[src/rtl/id_ex_stage_reg.sv]
// ID/EX pipeline register for the 5-stage RV32 core.
// Detects load-use hazards, inserts bubbles on stall or flush, and counts both events.
module id_ex_stage_reg #(
    parameter int DATA_W = 32,
    parameter int CNT_W  = 16
) (
    input  logic              clk_i,
    input  logic              rst_i,
    input  logic              hold_i,
    input  logic              flush_i,
    input  logic              ID_RegWrite_i,
    input  logic              ID_MemtoReg_i,
    input  logic              ID_MemRead_i,
    input  logic              ID_MemWrite_i,
    input  logic              ID_ALUSrc_i,
    input  logic [1:0]        ID_ALUOp_i,
    input  logic [4:0]        ID_Rs1_i,
    input  logic [4:0]        ID_Rs2_i,
    input  logic [4:0]        ID_Rd_i,
    input  logic [DATA_W-1:0] ID_Data1_i,
    input  logic [DATA_W-1:0] ID_Data2_i,
    input  logic [DATA_W-1:0] ID_Imm_i,
    input  logic [DATA_W-1:0] ID_PC_i,
    input  logic [9:0]        ID_Funct_i,
    output logic              EX_RegWrite_o,
    output logic              EX_MemtoReg_o,
    output logic              EX_MemRead_o,
    output logic              EX_MemWrite_o,
    output logic              EX_ALUSrc_o,
    output logic [1:0]        EX_ALUOp_o,
    output logic [4:0]        EX_Rs1_o,
    output logic [4:0]        EX_Rs2_o,
    output logic [4:0]        EX_Rd_o,
    output logic [DATA_W-1:0] EX_Data1_o,
    output logic [DATA_W-1:0] EX_Data2_o,
    output logic [DATA_W-1:0] EX_Imm_o,
    output logic [DATA_W-1:0] EX_PC_o,
    output logic [9:0]        EX_Funct_o,
    output logic              EX_Valid_o,
    output logic              stall_o,
    output logic [CNT_W-1:0]  stall_cnt_o,
    output logic [CNT_W-1:0]  flush_cnt_o
);

    localparam logic [CNT_W-1:0] CNT_ONE = 1;

    logic hazard;
    logic load_bubble;

    // A bubble in EX has EX_Valid_o = 0, so it can never stall the next instruction.
    assign hazard = EX_Valid_o & EX_MemRead_o & (EX_Rd_o != 5'd0) &
                    ((EX_Rd_o == ID_Rs1_i) | (EX_Rd_o == ID_Rs2_i));

    assign stall_o     = hazard & ~flush_i & ~hold_i;
    assign load_bubble = flush_i | hazard;

    always_ff @(posedge clk_i or negedge rst_i) begin
        if (!rst_i) begin
            EX_RegWrite_o <= 1'b0;
            EX_MemtoReg_o <= 1'b0;
            EX_MemRead_o  <= 1'b0;
            EX_MemWrite_o <= 1'b0;
            EX_ALUSrc_o   <= 1'b0;
            EX_ALUOp_o    <= 2'b00;
            EX_Rs1_o      <= 5'd0;
            EX_Rs2_o      <= 5'd0;
            EX_Rd_o       <= 5'd0;
            EX_Data1_o    <= '0;
            EX_Data2_o    <= '0;
            EX_Imm_o      <= '0;
            EX_PC_o       <= '0;
            EX_Funct_o    <= 10'd0;
            EX_Valid_o    <= 1'b0;
        end else if (!hold_i) begin
            if (load_bubble) begin
                EX_RegWrite_o <= 1'b0;
                EX_MemtoReg_o <= 1'b0;
                EX_MemRead_o  <= 1'b0;
                EX_MemWrite_o <= 1'b0;
                EX_ALUSrc_o   <= 1'b0;
                EX_ALUOp_o    <= 2'b00;
                EX_Rs1_o      <= 5'd0;
                EX_Rs2_o      <= 5'd0;
                EX_Rd_o       <= 5'd0;
                EX_Data1_o    <= '0;
                EX_Data2_o    <= '0;
                EX_Imm_o      <= '0;
                EX_PC_o       <= '0;
                EX_Funct_o    <= 10'd0;
                EX_Valid_o    <= 1'b0;
            end else begin
                EX_RegWrite_o <= ID_RegWrite_i;
                EX_MemtoReg_o <= ID_MemtoReg_i;
                EX_MemRead_o  <= ID_MemRead_i;
                EX_MemWrite_o <= ID_MemWrite_i;
                EX_ALUSrc_o   <= ID_ALUSrc_i;
                EX_ALUOp_o    <= ID_ALUOp_i;
                EX_Rs1_o      <= ID_Rs1_i;
                EX_Rs2_o      <= ID_Rs2_i;
                EX_Rd_o       <= ID_Rd_i;
                EX_Data1_o    <= ID_Data1_i;
                EX_Data2_o    <= ID_Data2_i;
                EX_Imm_o      <= ID_Imm_i;
                EX_PC_o       <= ID_PC_i;
                EX_Funct_o    <= ID_Funct_i;
                EX_Valid_o    <= 1'b1;
            end
        end
    end

    // Flush outranks the hazard, so a squashed load-use bumps only the flush counter.
    always_ff @(posedge clk_i or negedge rst_i) begin
        if (!rst_i) begin
            stall_cnt_o <= '0;
            flush_cnt_o <= '0;
        end else if (!hold_i) begin
            if (flush_i) begin
                if (flush_cnt_o != '1) flush_cnt_o <= flush_cnt_o + CNT_ONE;
            end else if (hazard) begin
                if (stall_cnt_o != '1) stall_cnt_o <= stall_cnt_o + CNT_ONE;
            end
        end
    end

endmodule

[config.mk]
export PLATFORM = sky130hd
export DESIGN_NAME = id_ex_stage_reg
export DESIGN_NICKNAME = d
export VERILOG_FILES = /design/src/rtl/id_ex_stage_reg.sv
export SDC_FILE = /design/constraint.sdc
export NUM_CORES = 1
export LEC_CHECK = 0
export ABC_AREA = 1
export CORE_AREA = 2 2 141 143
export CTS_CLUSTER_SIZE = 20
export DETAILED_ROUTE_END_ITERATION = 16
export DIE_AREA = 0 0 143 145
export DONT_BUFFER_PORTS = 1
export GPL_TIMING_DRIVEN = 1
export PLACE_DENSITY = 0.67
export SYNTH_ARGS = -nofsm -noshare
export SYNTH_HDL_FRONTEND = slang
export SYNTH_SLANG_ARGS = --single-unit
[constraint.sdc]
create_clock -name clk_i -period 2.08 [get_ports clk_i]
set_clock_uncertainty 0.15 [all_clocks]
set_input_delay 0 -clock clk_i [delete_from_list [all_inputs] [get_ports clk_i]]
set_output_delay 0 -clock clk_i [all_outputs]
set_load 0.05 [all_outputs]
* Yosys cells after proc, flatten, opt, wreduce, memory -nomap -nowiden *
Index checks and enable logic that the tools add are counted.

storage, ports and cells
  register bits after elaboration = 193
  bits of input ports = 164
  output and inout bits = 194
  logic and storage cells = 50

operators by class
  add/subtract/negate cells = 2
  equal/unequal tests = 4
  multiplexer cells = 15
  bitwise logic cells = 9
  reduce and logical (&&, ||, !) cells = 3

operator list
  cell                                                              count
  32-bit two-way mux                                                4
  16-bit by 1-bit adder with 16-bit output (second input constant)  2
  16-bit inequality test (second input constant)                    2
  5-bit two-way mux                                                 3
  5-bit equality test                                               2
  10-bit two-way mux                                                1
  1-bit two-way mux                                                 6
  1-bit bitwise AND                                                 5
  5-bit nonzero test                                                1
  4-bit AND reduction                                               1
  3-bit AND reduction                                               1
  2-bit two-way mux                                                 1
  1-bit inverter                                                    2
  1-bit OR                                                          2

* Logic depth before layout (Yosys ltp) *
  depth after elaboration = 5
  gate-level depth with buffers = 11
  depth with buffers taken out = 10

* Worst setup path after synthesis *
Ideal clock, no wire load.

  path type = reg2out
  start point = register EX_Rd_o[0]
  end point = output port stall_o
  arrival = 2.149 ns
  data required time = 1.930 ns
  path slack = -0.219 ns
  cell stages (with the launch flop) = 11
  path buffers = 2
  cell sequence = dfrtp_1 > inv_1 > nand2_1 > nand2_1 > nor2_2 > nand3_2 > nand2_4 > nand2_4 > buf_6 > buf_6 > nor3_2

on the way
  longest elaborated chain between the ends = 5
  elaborated cells on any way between the ends = 8
  those cells by class = 2 x eq/ne; 5 x bitwise; 1 x reduce/logical

ends and longest elaborated chain
  item                                                              line    text
  start: declaration                                                33      output logic [4:0] EX_Rd_o,
  start signal: assignment                                          100     EX_Rd_o <= ID_Rd_i;
  5-bit equality test / 5-bit nonzero test (equally long branches)  52, 51
  1-bit OR / 1-bit bitwise AND (equally long branches)              52, 51
  1-bit bitwise AND (*)                                             51      assign hazard = EX_Valid_o & EX_MemRead_o & (EX_Rd_o != 5'd0) &
  1-bit bitwise AND (*) (2 in a row)                                54      assign stall_o = hazard & ~flush_i & ~hold_i;
  end: declaration                                                  40      output logic stall_o,

Every way passes the cells marked *; elsewhere a longest branch is shown, timed or not.

* Worst setup path after layout *
  start point = register EX_Rd_o[2]
  end point = register EX_Data2_o[22]

on the way
  longest elaborated chain between the ends = 5
  elaborated cells on any way between the ends = 8
  those cells by class = 2 x eq/ne; 1 x mux; 4 x bitwise; 1 x reduce/logical

ends and longest elaborated chain
  item                                                              line    text
  5-bit equality test / 5-bit nonzero test (equally long branches)  52, 51
  1-bit OR / 1-bit bitwise AND (equally long branches)              52, 51
  1-bit bitwise AND (*)                                             51
  1-bit OR (*)                                                      55      assign load_bubble = flush_i | hazard;
  32-bit two-way mux (*)                                            75      if (load_bubble) begin
  end signal: assignment                                            102     EX_Data2_o <= ID_Data2_i;
  end: declaration                                                  35      output logic [DATA_W-1:0] EX_Data2_o,

Marked as above.
A chain may end at the register's enable or synchronous reset.

==> impl_metrics.xml <==
<?xml version="1.0" encoding="UTF-8"?>
<metrics>
  <group name="outcome">
    <metric name="run_status" unit="">complete, but fails checks</metric>
    <metric name="violations_in_the_final_reports" unit="">hold timing</metric>
  </group>
  <group name="final_layout">
    <metric name="area_overhead_of_the_layout_relative_to_synthesis" unit="%">40.1</metric>
    <metric name="post_route_cells_drive_above_1_share" unit="%">14.4</metric>
    <metric name="fillerInstances" unit="">1462</metric>
    <metric name="layout.nets" unit="">1399</metric>
    <metric name="final_design_area_no_fill" unit="µm²">12200</metric>
  </group>
  <group name="clocking">
    <metric name="cell_at_the_root_of_the_clock_tree" unit="">sky130_fd_sc_hd__clkbuf_16</metric>
    <metric name="cts-buffers-inserted" unit="">17</metric>
    <metric name="clkSinkCount" unit="">193</metric>
    <metric name="cts_tree" unit="">yes</metric>
    <metric name="post_cts_hold_buffer_count" unit="">226</metric>
    <metric name="clkLatencyLatePin" unit="ns">0.42</metric>
    <metric name="cts_htree_levels" unit="">4</metric>
    <metric name="clk_pin_slew" unit="ns">0.07</metric>
    <metric name="max-clock-path-buffers" unit="">2</metric>
  </group>
  <group name="global_routing">
    <metric name="grt_max_degree" unit="">194</metric>
    <metric name="grt_antenna_before_repair" unit="">1</metric>
    <metric name="first_pass_grt_wire_length" unit="µm">42600</metric>
    <metric name="globalRouteTotalUtil" unit="%">26.3</metric>
    <metric name="first_global_vias" unit="">8020</metric>
    <metric name="grt_overflow_total" unit="">0</metric>
  </group>
  <group name="run">
    <metric name="max-cap-violations" unit="">0</metric>
  </group>
  <group name="synth">
    <metric name="synthCells" unit="">973</metric>
    <metric name="yosysWarningCount" unit="">0</metric>
    <metric name="synthesis.nets" unit="">1139</metric>
    <metric name="postSynthRegisterBits" unit="">193</metric>
    <metric name="mapped_cell_area" unit="µm²">8680</metric>
    <metric name="seq_area_frac_synth" unit="%">55.6</metric>
    <metric name="synthDistinctLibCells" unit="">30</metric>
    <metric name="avgSynthCellArea" unit="µm²">8.92</metric>
  </group>
  <group name="critical_path">
    <metric name="critPathLaunchType" unit="">flop</metric>
    <metric name="timing.critical_path.required" unit="ns">2.24</metric>
    <metric name="crit_path_capture_type" unit="">flop</metric>
    <metric name="timing.rr.start" unit="">EX_Rd_o[2]</metric>
    <metric name="r2r_slack" unit="ns">0.09</metric>
    <metric name="reg2reg_depth" unit="">8</metric>
    <metric name="criticalPathCategory" unit="">reg2reg</metric>
    <metric name="timing.rr.end" unit="">EX_Data2_o[22]</metric>
    <metric name="timing.critical_path.arrival" unit="ns">2.16</metric>
    <metric name="critical_path_peak_fanout" unit="">7</metric>
  </group>
  <group name="detailed_routing">
    <metric name="wl_per_cell" unit="µm">18.5</metric>
    <metric name="postRouteAntennaNets" unit="">0</metric>
    <metric name="drt-vias-per-instance" unit="">5.20</metric>
    <metric name="iteration_0_drc_count_of_the_detailed_router" unit="">568</metric>
    <metric name="drc" unit="">0</metric>
    <metric name="detailroute.via_count" unit="">7853</metric>
    <metric name="drtPass1Iterations" unit="">7</metric>
    <metric name="detail_route.wirelength" unit="µm">28000</metric>
  </group>
  <group name="power_and_ir_drop">
    <metric name="power_frac_seq" unit="%">52.7</metric>
    <metric name="switchingPower" unit="W">0.00343</metric>
    <metric name="vdd_drop_max" unit="µV">470</metric>
    <metric name="p_per_area" unit="nW/µm²">803</metric>
    <metric name="power.internal" unit="W">0.00634</metric>
    <metric name="total_leakage_power" unit="nW">5.97</metric>
    <metric name="share_comb_of_total_power" unit="%">14.1</metric>
    <metric name="clock_power_share" unit="%">33.2</metric>
    <metric name="sw_frac_of_total" unit="%">35.1</metric>
  </group>
  <group name="floorplanning">
    <metric name="num_io_pins" unit="">358</metric>
    <metric name="die_width" unit="µm">143</metric>
    <metric name="die_h" unit="µm">145</metric>
    <metric name="start_util" unit="%">45.2</metric>
    <metric name="core-area" unit="µm²">19200</metric>
    <metric name="rows" unit="">51</metric>
    <metric name="floorplan.die_area" unit="µm²">20700</metric>
  </group>
  <group name="placed_design">
    <metric name="dpl_cell_area" unit="µm²">9160</metric>
    <metric name="routabilityCongestion" unit="">0.857</metric>
    <metric name="place.port_buffers" unit="">0</metric>
    <metric name="place_hpwl" unit="µm">15900</metric>
  </group>
  <group name="timing">
    <metric name="hold_viol" unit="">193</metric>
    <metric name="worst_slew_margin_rel" unit="%">61.1</metric>
    <metric name="final-max-slew-violation-count" unit="">0</metric>
    <metric name="setup-violations-final" unit="">0</metric>
    <metric name="finalCriticalPeriod" unit="ns">1.99</metric>
    <metric name="timing.fmax" unit="MHz">502</metric>
    <metric name="fin_crit_sh" unit="%">95.7</metric>
    <metric name="worst-slew-pin-transition" unit="ns">0.584</metric>
    <metric name="timing.hold.ws" unit="ns">-0.880</metric>
  </group>
  <group name="worst_hold_path">
    <metric name="timing.hold.worst.class" unit="">in2async</metric>
  </group>
</metrics>
[cells in the mapped netlist]
| master | instances | area share, % |
|---|---|---|
| sky130_fd_sc_hd__nand2_1 | 411 | 18 |
| sky130_fd_sc_hd__dfrtp_1 | 193 | 56 |
| sky130_fd_sc_hd__nand3_1 | 119 | 6.9 |
| sky130_fd_sc_hd__nand3_2 | 51 | 5.9 |
| sky130_fd_sc_hd__inv_1 | 33 | 1.4 |
| sky130_fd_sc_hd__nor2_1 | 30 | 1.3 |
| sky130_fd_sc_hd__clkbuf_1 | 22 | 0.95 |
| sky130_fd_sc_hd__xor2_1 | 20 | 2.0 |
| sky130_fd_sc_hd__buf_6 | 18 | 2.3 |
| sky130_fd_sc_hd__o21ai_0 | 14 | 0.81 |
| sky130_fd_sc_hd__buf_2 | 10 | 0.58 |
| sky130_fd_sc_hd__xnor2_1 | 9 | 0.91 |
| sky130_fd_sc_hd__nor3_1 | 8 | 0.46 |
| sky130_fd_sc_hd__inv_2 | 5 | 0.22 |
| sky130_fd_sc_hd__nand4_1 | 5 | 0.36 |
| sky130_fd_sc_hd__buf_4 | 4 | 0.35 |
| sky130_fd_sc_hd__nor2_2 | 4 | 0.29 |
| sky130_fd_sc_hd__nand2_2 | 3 | 0.22 |
| sky130_fd_sc_hd__ha_1 | 2 | 0.29 |
| sky130_fd_sc_hd__nand2_4 | 2 | 0.26 |
| sky130_fd_sc_hd__a21oi_1 | 1 | 0.058 |
| sky130_fd_sc_hd__clkinv_1 | 1 | 0.043 |
| sky130_fd_sc_hd__nand3_4 | 1 | 0.20 |
| sky130_fd_sc_hd__nand3b_1 | 1 | 0.087 |
| sky130_fd_sc_hd__nand4_4 | 1 | 0.25 |
| sky130_fd_sc_hd__nor2_4 | 1 | 0.13 |
| sky130_fd_sc_hd__nor3_2 | 1 | 0.12 |
| sky130_fd_sc_hd__nor3b_1 | 1 | 0.087 |
| sky130_fd_sc_hd__nor4_1 | 1 | 0.072 |
| sky130_fd_sc_hd__o21ai_1 | 1 | 0.058 |
[how the worst max path moves through the flow]
stage                     from             end  depth (start not counted)
floorplan           EX_Rd_o[1]         stall_o                         10
global placement    EX_Rd_o[0]      EX_Rd_o[1]                          9
detailed placement  EX_Rd_o[0]  EX_Data1_o[10]                          8
CTS                 EX_Rd_o[0]      EX_Rd_o[3]                          8
global route        EX_Rd_o[0]      EX_Rd_o[3]                         10
finish              EX_Rd_o[2]  EX_Data2_o[22]                          8
[metrics by stage]
stage | cells | utilization, % | setup WS (ns) | setup TNS (ns) | power [W]
after floorplan | 973 | - | -0.00290 | -0.00290 | 0.00587
after global placement | 1239 | 47.7 | 0.258 | 0 | 0.00610
after detailed placement | 1239 | 47.7 | 0.230 | 0 | 0.00613
after CTS | 1497 | 62.7 | 0.0241 | 0 | 0.00976
after global routing | 1511 | 63.3 | -0.00282 | -0.00282 | 0.0101
final | 1511 | 63.3 | 0.0891 | 0 | 0.00977
[critical path, stage by stage (launching register included)]
cell and delay [ns]:
sky130_fd_sc_hd__dfrtp_1 0.40, sky130_fd_sc_hd__buf_4 0.15, sky130_fd_sc_hd__xnor2_1 0.20, sky130_fd_sc_hd__nand3_2 0.12, sky130_fd_sc_hd__nand2_4 0.10, sky130_fd_sc_hd__nand2_8 0.08, sky130_fd_sc_hd__nand3_2 0.07, sky130_fd_sc_hd__dlygate4sd3_1 0.56
sky130_fd_sc_hd__nand2_1 0.05
[kinds of logic (layout without fill, tap and decap cells)]
group           after synthesis  in the layout  synth area share (%)
simple gates                640            642                  34.3
flops                       193            193                  55.6
buf+inv                      93            363                  5.90
xor+xnor                     29             29                  2.93
compound gates               16             16                 0.922
fa+ha+maj                     2              2                 0.288
other cells                   0              1                     0
[cell usage in the layout (no fill, tap or decap), drive strengths merged]
cell type,synthesis,layout
nand3b,1,1
clkinv,1,7
nand2,416,418
bufinv,0,1
nand3,171,171
xnor2,9,9
dlygate4sd3,0,225
buf,32,67
nor3,9,9
o21ai,15,15
ha,2,2
nor4,1,1
nand4,6,6
nor3b,1,1
dfrtp,193,193
clkinvlp,0,2
diode,0,1
nor2,35,35
inv,38,43
xor2,20,20
clkbuf,22,18
a21oi,1,1
[flip-flops by register name (all words and copies together), names as in the netlist]
register       count
EX_Valid_o         1
EX_ALUSrc_o        1
EX_MemtoReg_o      1
EX_Rs2_o           5
EX_ALUOp_o         2
EX_Funct_o        10
EX_Rs1_o           5
stall_cnt_o       16
EX_RegWrite_o      1
EX_Rd_o            5
EX_MemRead_o       1
EX_Data2_o        32
EX_MemWrite_o      1
EX_Data1_o        32
EX_PC_o           32
EX_Imm_o          32
flush_cnt_o       16
[metal layers]
layer | vias to the layer above | track usage [%] | wire length [µm]
met5 | - | 0 | 0
met3 | 83 | 7.95 | 2270
met4 | 0 | 12.6 | 1220
li1 | 3607 | - | -
met2 | 380 | 44.2 | 13900
met1 | 3783 | 30.5 | 10600
[repair_timing]
action                                 in CTS  in global routing
pin swaps                                   2                  4
gates cloned                                1                  2
gates resized for setup                     2                  7
setup endpoints to repair                   1                  6
setup buffers                               1                 11
endpoints found under the hold margin     384                193
[final cells by class]
| cell class | count | area (µm²) | share of cell area (%) |
|---|---|---|---|
| diodes | 1 | 2.50 | 0.0206 |
| clock buffers | 17 | 425 | 3.50 |
| clock inverters | 14 | 153 | 1.26 |
| inverters | 39 | 149 | 1.22 |
| multi-input cells | 689 | 3400 | 27.9 |
| flip-flops and latches | 193 | 4830 | 39.8 |
| well taps | 265 | 332 | 2.73 |
| repair buffers | 293 | 2870 | 23.6 |
[power by group through the flow]
stage / clock (W) / sequential [W] / combinational [W]
6_report: 0.00325 / 0.00514 / 0.00138
3_3_place_gp: 0 / 0.00520 / 0.000904
4_1_cts: 0.00330 / 0.00513 / 0.00133
5_1_grt: 0.00347 / 0.00518 / 0.00148
2_1_floorplan: 0 / 0.00539 / 0.000472
3_5_place_dp: 0 / 0.00520 / 0.000932
(Power assumes the default switching activity.)
